<file path="src/rtl/tc_multi_if.sv">
// Bus bundle between the memory-stage data bridge and tc_multi.
// The bridge side is master; the timer block is slave.
interface tc_multi_if #(
   parameter int CHANNELS = 2,
   parameter int AW       = $clog2(CHANNELS) + 2
);
   logic [AW-1:0]       addr;
   logic                we;
   logic [31:0]         wdata;
   logic [31:0]         rdata;
   logic [CHANNELS-1:0] irq;
   logic                irq_any;

   modport master (
      output addr, we, wdata,
      input  rdata, irq, irq_any
   );

   modport slave (
      input  addr, we, wdata,
      output rdata, irq, irq_any
   );
endinterface

</file>
<file path="src/rtl/tc_multi.sv">
// Multi-channel down-counting timer with per-channel prescaler,
// one-shot/auto-reload modes and sticky W1C interrupt status.
module tc_multi #(
   parameter int CHANNELS = 2,
   parameter int WIDTH    = 32,
   parameter int AW       = $clog2(CHANNELS) + 2
) (
   input logic       clk,
   input logic       reset,
   tc_multi_if.slave bus
);
   localparam int CIW = AW - 1;

   typedef enum logic [1:0] {
      S_IDLE,
      S_LOAD,
      S_COUNT,
      S_INT
   } state_t;

   state_t              st     [CHANNELS];
   logic [11:0]         ctrl   [CHANNELS];
   logic [WIDTH-1:0]    preset [CHANNELS];
   logic [WIDTH-1:0]    cnt    [CHANNELS];
   logic [7:0]          psc    [CHANNELS];
   logic [CHANNELS-1:0] pend;

   logic [AW:0]         a_ext;
   logic [CIW-1:0]      ch_idx;
   logic [1:0]          reg_sel;
   logic [CHANNELS-1:0] sel;
   logic [CHANNELS-1:0] wr_ctrl;
   logic [CHANNELS-1:0] wr_pre;
   logic [CHANNELS-1:0] w1c;
   logic [CHANNELS-1:0] irq_v;

   // Padding keeps the channel field at least one bit wide when CHANNELS == 1.
   assign a_ext   = {1'b0, bus.addr};
   assign ch_idx  = a_ext[AW:2];
   assign reg_sel = bus.addr[1:0];

   always_comb begin
      sel     = '0;
      wr_ctrl = '0;
      wr_pre  = '0;
      w1c     = '0;
      for (int i = 0; i < CHANNELS; i++) begin
         sel[i]     = (ch_idx == CIW'(i));
         wr_ctrl[i] = sel[i] & bus.we & (reg_sel == 2'd0);
         wr_pre[i]  = sel[i] & bus.we & (reg_sel == 2'd1);
         w1c[i]     = sel[i] & bus.we & (reg_sel == 2'd3) & bus.wdata[0];
      end
   end

   always_comb begin
      bus.rdata = '0;
      for (int i = 0; i < CHANNELS; i++) begin
         if (sel[i]) begin
            case (reg_sel)
               2'd0: bus.rdata = {20'd0, ctrl[i]};
               2'd1: bus.rdata = 32'(preset[i]);
               2'd2: bus.rdata = 32'(cnt[i]);
               2'd3: bus.rdata = {31'd0, pend[i]};
            endcase
         end
      end
   end

   always_comb begin
      irq_v = '0;
      for (int i = 0; i < CHANNELS; i++)
         irq_v[i] = pend[i] & ctrl[i][3];
   end

   assign bus.irq     = irq_v;
   assign bus.irq_any = |irq_v;

   // Bus writes come after the FSM so a CTRL write overrides the EN auto-clear.
   always_ff @(posedge clk) begin
      if (reset) begin
         for (int i = 0; i < CHANNELS; i++) begin
            st[i]     <= S_IDLE;
            ctrl[i]   <= '0;
            preset[i] <= '0;
            cnt[i]    <= '0;
            psc[i]    <= '0;
            pend[i]   <= 1'b0;
         end
      end else begin
         for (int i = 0; i < CHANNELS; i++) begin
            if (w1c[i])
               pend[i] <= 1'b0;
            if (wr_ctrl[i] && !bus.wdata[0]) begin
               st[i] <= S_IDLE;
            end else begin
               unique case (st[i])
                  S_IDLE: begin
                     if (ctrl[i][0])
                        st[i] <= S_LOAD;
                  end
                  S_LOAD: begin
                     cnt[i] <= preset[i];
                     psc[i] <= '0;
                     st[i]  <= S_COUNT;
                  end
                  S_COUNT: begin
                     if (!ctrl[i][0]) begin
                        st[i] <= S_IDLE;
                     end else if (cnt[i] == '0) begin
                        st[i]   <= S_INT;
                        pend[i] <= 1'b1;
                     end else if (psc[i] == ctrl[i][11:4]) begin
                        psc[i] <= '0;
                        cnt[i] <= cnt[i] - 1'b1;
                     end else begin
                        psc[i] <= psc[i] + 1'b1;
                     end
                  end
                  S_INT: begin
                     if (ctrl[i][2:1] == 2'b01 && ctrl[i][0]) begin
                        st[i] <= S_LOAD;
                     end else begin
                        st[i]      <= S_IDLE;
                        ctrl[i][0] <= 1'b0;
                     end
                  end
               endcase
            end
            if (wr_ctrl[i])
               ctrl[i] <= bus.wdata[11:0];
            if (wr_pre[i])
               preset[i] <= bus.wdata[WIDTH-1:0];
         end
      end
   end
endmodule

</file>
<file path="src/flat_wrapper.sv">
// flat-port wrapper written by rule: the top's interface ports become plain ports
module tc_multi_flat 
#(
   parameter int CHANNELS = 2,
   parameter int WIDTH    = 32,
   parameter int AW       = $clog2(CHANNELS) + 2
)
  (clk, reset, bus_addr, bus_we, bus_wdata, bus_rdata, bus_irq, bus_irq_any);
  tc_multi_if #(.CHANNELS(CHANNELS), .AW(AW)) bus_i ();
  input logic clk;
  input logic reset;
  input wire logic [$bits(bus_i.addr)-1:0] bus_addr;
  input wire logic [$bits(bus_i.we)-1:0] bus_we;
  input wire logic [$bits(bus_i.wdata)-1:0] bus_wdata;
  output wire logic [$bits(bus_i.rdata)-1:0] bus_rdata;
  output wire logic [$bits(bus_i.irq)-1:0] bus_irq;
  output wire logic [$bits(bus_i.irq_any)-1:0] bus_irq_any;
  assign bus_i.addr = bus_addr;
  assign bus_i.we = bus_we;
  assign bus_i.wdata = bus_wdata;
  assign bus_rdata = bus_i.rdata;
  assign bus_irq = bus_i.irq;
  assign bus_irq_any = bus_i.irq_any;
  tc_multi #(.CHANNELS(CHANNELS), .WIDTH(WIDTH), .AW(AW)) u_core (.clk(clk), .reset(reset), .bus(bus_i));
endmodule
</file>
<file path="config.mk">
export PLATFORM = sky130hd
export DESIGN_NAME = tc_multi_flat
export DESIGN_NICKNAME = d
export VERILOG_FILES = /design/src/rtl/tc_multi_if.sv /design/src/rtl/tc_multi.sv /design/src/flat_wrapper.sv
export SDC_FILE = /design/constraint.sdc
export NUM_CORES = 1
export LEC_CHECK = 0
export ABC_AREA = 0
export BUFFER_PORTS_ARGS = -buffer_cell sky130_fd_sc_hd__buf_2
export CELL_PAD_IN_SITES_DETAIL_PLACEMENT = 0
export CELL_PAD_IN_SITES_GLOBAL_PLACEMENT = 2
export CORE_MARGIN = 8
export CORE_UTILIZATION = 30
export CTS_CLUSTER_SIZE = 20
export DETAILED_ROUTE_END_ITERATION = 12
export PLACE_DENSITY_LB_ADDON = 0.1
export SLEW_MARGIN = 20
export SYNTH_ARGS = -nofsm -noshare
export SYNTH_HDL_FRONTEND = slang
export SYNTH_SLANG_ARGS = --single-unit
</file>
<file path="constraint.sdc">
create_clock -name clk -period 6.05 [get_ports clk]
set_input_delay 0.3025 -clock clk [delete_from_list [all_inputs] [get_ports clk]]
set_output_delay 0.3025 -clock clk [all_outputs]
set_load 0.01 [all_outputs]
</file>
# Word-level counts from Yosys, hierarchy flattened
# Memories as Yosys holds them, arrays and structs flattened.
# Cells that the tools add are included.
# totals
elab_cells	233
memories	5
mem_bits_rw	172
reg_bits	2
# memory_table
name	words	word_bits	rd	rd_ports_with_merged_regs	write_ports	line	source
u_core.cnt	2	32	2	0	2	tc_multi.sv:24	logic [WIDTH-1:0] cnt [CHANNELS];
u_core.preset	2	32	2	0	2	tc_multi.sv:23	logic [WIDTH-1:0] preset [CHANNELS];
u_core.ctrl	2	12	2	0	2	tc_multi.sv:22	logic [11:0] ctrl [CHANNELS];
u_core.psc	2	8	2	0	2	tc_multi.sv:25	logic [7:0] psc [CHANNELS];
u_core.st	2	2	2	0	2	tc_multi.sv:21	state_t st [CHANNELS];
# classes
reduce_logical	12
mux	154
addsub	4
bitwise_logic	44
n_eq_ne	13
# ops
operator	n
two-way mux 32 bit	8
one-hot mux 32 bit (4 select lines)	2
two-way mux 1 bit	122
zero test 32 bit	2
subtractor 32 x 1 -> 32 bit, second input constant	2
two-way mux 8 bit	6
bitwise OR 1 bit	32
two-way mux 2 bit	14
two-way mux 11 bit	2
adder 8 x 1 -> 8 bit, second input constant	2
equality test 8 bit	2
AND 1 bit	12
equality test 2 bit, second input constant	6
equality test 2 x 1 -> 1 bit, second input constant	5
zero test 2 bit	4
logical AND 1 bit	4
OR reduction 2 bit	1
zero test 1 bit	1

# Depth between registers and ports, before layout
# Gate-level depths: netlist (run 1).
# depth
ltp_word	14
depth_mapped	10
mapped_depth_nobuf	8

# Worst setup path after synthesis (run 1)
# Ideal clock, no wire load.
# synth_timing
path_kind	reg-to-reg
startpoint	mem u_core.cnt[0][2]
endpoint	mem u_core.cnt[0][0], enable pin
path_stages_with_launch	8
slack_ns	2.936
n_path_buf	2
setup_ns	0.478
t_arrival_ns	2.635
cell_sequence	edfxtp_1 nor4_4 nand3_4 nor4_4 a211o_1 buf_4 clkbuf_1 nand2_1
# synth_lines
element	line
start, declared	tc_multi.sv:24

==> flow_summary_export.csv, run 1 <==
group,metric,value,unit
route,dr.pass1.iters,6,
synth,synth_top_cell_by_area,"edfxtp_1",
sta,finalHoldViolCount,0,
setup_path,crit_type,"reg2reg",
die,die_area,37800,µm²
synth,synthDistinctLibCells,57,
global_route,antenna_found_initial,0,
setup_path,slowest_delay,0.69,ns
cts,cts_buffer_depth,2,
cts,cts_setup_buffers,0,
synth,yosys_register_bits,174,
placement,portBuffers,72,
cts,insertion_delay,0.45,ns
sta,grt_setup_unrepaired,"false",
cts,numCtsBuffers,17,
pwr,power.density,302.4,nW/µm²
run_status,status,"completed",
setup_path,crit_fanout,49,
pwr,p_comb_share,17.1,%
pwr,switching_share,31.89,%
pwr,peakVddDrop,0.0002288,V
synth,ys_seq_area_share,54.50,%
cts,cts_tree,"built",
pwr,switching_power,1.050,mW
finish,layout-drive-gt1-share,14.81,%
setup_path,path_buf_inv,1,
synth,ys.flop_type,"edfxtp_1",
synth,synth-compound-area-share,12.39,%
sta,max_freq,274.7,MHz
setup_path,crit_family,"simple AND/OR/NAND/NOR gates",
cts,clkSinkCount,174,
cts,path_clk_slew,0.07,ns
setup_path,crit_slowest_cell,"nor4_1",
synth,post-synth-top-count-cell,"edfxtp_1",
sta,finalSetupViolCount,0,
sta,fin_worst_skew,0.01566,ns
sta,finalMaxSlewViolations,0,
die,pin_count,73,
setup_path,r2r.worst_path.cells,6,
synth,syn_nets,896,
synth,synth_top_family_by_area,"simple AND/OR/NAND/NOR gates",
setup_path,crit_path_end_kind,"flip-flop",
pwr,seq_power_share,50.9,%
synth,synth_xor_area_share,7.612,%
setup_path,reg2reg_slack,2.41,ns
sta,finalCritPeriodShare,60.16,%
worst_hold_path,min_to,"u_core.ctrl[1][4]",
finish,syn2layout_area_growth,14.03,%
die,core,31470,µm²
route,drc,0,
cts,postCtsResizedCells,0,
route,post_drt_wl_per_cell,25.06,µm
die,start_util,30.34,%
pwr,p_int,2.243,mW
worst_hold_path,hp-start,"bus_wdata[4]",
synth,netlist_area,9550,µm²
synth,syn_inst,853,
synth,yosys_warnings,0,
finish,multi_input_area,4123,µm²
pwr,p_clk_share,32.1,%
route,num_vias,7217,
synth,synth_simple_gate_area_share,19.31,%
sta,setup-tns-final,0,ns
placement,routabilityCongestion,0.8188,
route,drtIter0Drc,542,
sta,tightest_slew,0.9879,ns
die,fp-row-count,65,
finish,layout.nets,948,
worst_hold_path,min_path_cells,2,
sta,min_period,3.640,ns
synth,synth.top_cell.area_share,54.08,%
finish,diodes,0,
synth,synth_edf_count,172,
synth,yosys.area_share.adder,0.6551,%
route,drtAntennaViolNets,0,
synth,synth_area_per_cell,11.20,µm²
placement,dpl.hpwl,24.00,mm
cts,holdBufCountCts,0,
route,wirelength,33.08,mm
synth,synthArstFlopShare,0,%
setup_path,cp.arrival,3.81,ns
synth,synth_common_cells,"edfxtp_1, nor2_1, and2_1, nand3_1, xor2_1",
cts,root_buffer,"clkbuf_16",
setup_path,cp_cell_sequence,"nor4_1, nand4b_1, or3_1, nand2_2, buf_4, o21ai_0",
setup_path,cp-start-kind,"flip-flop",
finish,register_area,5205,µm²
setup_path,required,6.22,ns
run,drv_cap,0,
global_route,grtUsageTotal,17.39,%
worst_hold_path,min_path_type,"in2reg",
pwr,leakage,3.748,nW
cts,htreeDepth,4,
setup_path,reg2reg_to,"u_core.cnt[1][14]",
die,die_h,194.4,µm
synth,muxShareOfSynthArea,2.777,%
synth,synth_area_leaders,"edfxtp_1, xor2_1, a221oi_1, xnor2_1, nor2_1",
die,die_w,194.4,µm
route,viasPerCell,5.467,
finish,n_fill_cell,3183,
sta,slew_headroom,33.53,%
global_route,grt_overflow,0,
finish,fin_util,34.60,%
global_route,grt_pass1_vias,7284,
setup_path,rr_startpoint,"u_core.cnt[1][18]",
global_route,grt_pass1_wl,49.05,mm
global_route,grt_max_degree,51,
metrics by stage:
step	setup WS (ns)	total power [mW]	cells	hold slack [ns]	cell area, µm²
floorplan	2.936	2.019	853	0.4609	9550
global placement	2.311	2.255	1285	0.5423	10290
detailed placement	2.286	2.265	1288	0.5515	10350
CTS	2.292	3.322	1320	0.1337	10890
global route	2.137	3.431	1320	0.1481	10890
finish	2.410	3.293	1320	0.1622	10890
area by class of cell:
cell class              count  area share, %
multi-input cells         621          37.86
well taps                 402          4.619
repair buffers             85          4.573
clock buffers              18          3.941
inverters                   6         0.2068
clock inverters            14          1.011
flip-flops and latches    174          47.79
flip-flops by register name, summed over array words and instances (netlist names):
register,flops
u_core.cnt,64
u_core.ctrl,24
u_core.pend,2
u_core.preset,64
u_core.psc,16
u_core.st,4
cell families after synthesis:
family                   after synthesis
flip-flops                           174
adder cells (fa/ha/maj)                5
XOR/XNOR                              83
multiplexers                          24
AO/OA/AOI/OAI                        169
AND/OR/NAND/NOR                      340
buffers and inverters                 58
metal layers:
metal | vias up | global-route usage (%) | wire, µm
li1 | 3324 | - | -
met1 | 3633 | 21.73 | 14680
met2 | 224 | 29.69 | 16320
met3 | 36 | 3.109 | 1286
met4 | 0 | 6.337 | 795
met5 | - | 0 | 0
cells in the final DEF, fill, tap and decap left out, types with 4 or more instances in the layout:
| cell type | count |
|---|---|
| buf_2 | 72 |
| nand3b_1 | 7 |
| clkinv_4 | 5 |
| and3_1 | 6 |
| or4_1 | 5 |
| nand3_1 | 48 |
| a21oi_1 | 32 |
| nand4b_1 | 4 |
| nand2_1 | 42 |
| o2bb2ai_1 | 27 |
| o21ai_0 | 39 |
| edfxtp_1 | 172 |
| a211oi_1 | 11 |
| or3_1 | 5 |
| inv_6 | 5 |
| nor2_1 | 86 |
| and2_1 | 47 |
| buf_4 | 10 |
| nand2b_1 | 7 |
| nor4_1 | 24 |
| ha_1 | 5 |
| mux2i_1 | 22 |
| clkbuf_16 | 17 |
| nand4_1 | 8 |
| nor2b_1 | 17 |
| inv_1 | 6 |
| a221oi_1 | 40 |
| xnor2_1 | 40 |
| xor2_1 | 43 |
| nor3_1 | 11 |
| a21o_1 | 6 |
power by group through the flow:
stage          logic [mW]  registers [mW]  clock network (mW)
3_3_place_gp        0.557            1.70                   0
2_1_floorplan       0.392            1.63                   0
5_1_grt             0.618            1.69                1.12
4_1_cts             0.569            1.67                1.08
6_report            0.562            1.68                1.06
3_5_place_dp        0.567            1.70                   0
worst max-delay path by stage:
| stage | cells after the start | endpoint | slack, ns | startpoint |
|---|---|---|---|---|
| CTS | 6 | u_core.cnt[1][29] | 2.29 | u_core.cnt[1][18] |
| finish | 6 | u_core.cnt[1][14] | 2.41 | u_core.cnt[1][18] |
| global route | 6 | u_core.cnt[1][14] | 2.14 | u_core.cnt[1][18] |
| detailed placement | 10 | u_core.cnt[1][28] | 2.29 | bus_addr[2] |
| floorplan | 7 | u_core.cnt[0][0] | 2.94 | u_core.cnt[0][2] |
| global placement | 7 | u_core.cnt[0][17] | 2.31 | bus_addr[0] |
Power figures use the tool's default switching activity.
==> run 2, diff against run 1 <==
==> constraint.sdc (replaced) <==
create_clock -name clk -period 3.4 [get_ports clk]
set_input_delay 0.17 -clock clk [delete_from_list [all_inputs] [get_ports clk]]
set_output_delay 0.17 -clock clk [all_outputs]
set_load 0.01 [all_outputs]
==> flow_summary_export.csv, run 2 (synthesis results as in run 1) <==
group,metric,value,unit
run_status,status,"completed",
sta,max_freq,336.9,MHz
setup_path,r2r.worst_path.cells,6,
route,dr.pass1.iters,4,
worst_hold_path,hp-start,"bus_wdata[3]",
sta,grt_setup_unrepaired,"false",
global_route,grtUsageTotal,16.67,%
die,fp-row-count,65,
route,viasPerCell,5.325,
die,die_area,37800,µm²
global_route,antenna_found_initial,0,
die,die_h,194.4,µm
setup_path,crit_fanout,32,
route,post_drt_wl_per_cell,23.66,µm
sta,finalMaxSlewViolations,0,
placement,dpl.hpwl,23.42,mm
sta,finalHoldViolCount,0,
cts,clkSinkCount,174,
cts,cts_tree,"built",
finish,diodes,0,
die,pin_count,73,
setup_path,reg2reg_slack,0.43,ns
setup_path,crit_path_end_kind,"flip-flop",
pwr,peakVddDrop,0.0003882,V
global_route,grt_pass1_wl,47.81,mm
pwr,leakage,3.786,nW
pwr,power.density,534.7,nW/µm²
route,drtAntennaViolNets,0,
setup_path,crit_type,"reg2reg",
finish,syn2layout_area_growth,14.58,%
finish,final_common_cell,"edfxtp_1",
sta,tightest_slew,0.7495,ns
sta,min_period,2.968,ns
sta,fin_worst_skew,0.009154,ns
route,drtIter0Drc,429,
worst_hold_path,min_to,"u_core.ctrl[1][3]",
finish,layout_common_cells,"edfxtp_1, nor2_1, buf_2",
worst_hold_path,min_path_cells,2,
run,drv_cap,0,
sta,slew_headroom,49.73,%
cts,path_clk_slew,0.07,ns
global_route,grt_pass1_vias,7374,
finish,layout.nets,956,
finish,fin_util,34.77,%
cts,cts_buffer_depth,2,
die,start_util,30.34,%
route,num_vias,7072,
die,die_w,194.4,µm
setup_path,cp.arrival,3.16,ns
cts,holdBufCountCts,0,
worst_hold_path,min_path_type,"in2reg",
sta,finalCritPeriodShare,87.29,%
setup_path,required,3.60,ns
route,wirelength,31.43,mm
cts,root_buffer,"clkbuf_16",
cts,htreeDepth,4,
cts,numCtsBuffers,17,
sta,setup-tns-final,0,ns
global_route,grt_max_degree,64,
placement,routabilityCongestion,0.7835,
finish,top_regs,"u_core.cnt x64, u_core.preset x64, u_core.ctrl x24",
cts,postCtsResizedCells,0,
setup_path,cp-start-kind,"flip-flop",
setup_path,reg2reg_to,"u_core.cnt[1][24]",
cts,cts_setup_buffers,0,
global_route,grt_overflow,0,
die,core,31470,µm²
finish,layout-drive-gt1-share,15.44,%
setup_path,rr_startpoint,"u_core.cnt[0][26]",
sta,finalSetupViolCount,0,
cts,insertion_delay,0.44,ns
placement,portBuffers,72,
route,drc,0,
## run 2: cell types whose count changed in the layout (fill, tap and decap cells not counted), sizes merged
cell	previous run	this run
buf	85	93
bufinv	0	1
clkinvlp	2	3
inv	11	9
## run 2: per-stage QoR
stage	hold slack, ns	instances	power (mW)	area [µm²]	setup WS (ns)
floorplan	0.3682	853	3.593	9550	0.2865
finish	0.06521	1328	5.851	10940	0.4321
CTS	0.04215	1328	5.926	10940	0.4011
detailed placement	0.5009	1296	4.005	10400	0.4268
global placement	0.4961	1296	3.996	10400	0.3829
global route	0.05859	1328	6.123	10940	0.2397
## run 2: cell type report
class                   count  area (µm²)
clock buffers              18       429.2
clock inverters            14       118.9
fillers                  3190       20530
inverters                   6       22.52
multi-input cells         621        4121
flip-flops and latches    174        5205
well taps                 402       503.0
repair buffers             93       543.0
## run 2: per-layer routing
metal  routed length (µm)  GRT usage [%]  vias up
li1                     -              -     3336
met1                13990          21.20     3516
met2                14950          27.35      181
met3                 1282          2.919       39
met4                 1195          7.610        0
met5                    0              0        -
## run 2: how the worst max path moves through the flow
| stage | slack (ns) | end | depth (start not counted) | startpoint |
|---|---|---|---|---|
| detailed placement | 0.43 | u_core.cnt[0][21] | 6 | u_core.cnt[0][8] |
| finish | 0.43 | u_core.cnt[1][24] | 6 | u_core.cnt[0][26] |
| floorplan | 0.29 | u_core.cnt[0][0] | 7 | u_core.cnt[0][2] |
| global placement | 0.38 | u_core.cnt[1][24] | 6 | u_core.cnt[0][26] |
| CTS | 0.40 | u_core.cnt[0][21] | 6 | u_core.cnt[0][8] |
| global route | 0.24 | u_core.cnt[0][23] | 7 | u_core.cnt[0][8] |
## run 2: power by group
group	internal [mW]	switching (mW)
registers	2.66	0.297
clock network	1.01	0.896
logic	0.383	0.603
total	4.06	1.80
## run 2: critical path, cell delays in order (launching register included)
cell      delay (ns)
edfxtp_1        0.46
or4_1           0.63
or3_1           0.33
nor4_1          0.62
o21ai_2         0.12
buf_4           0.29
a32o_1          0.29
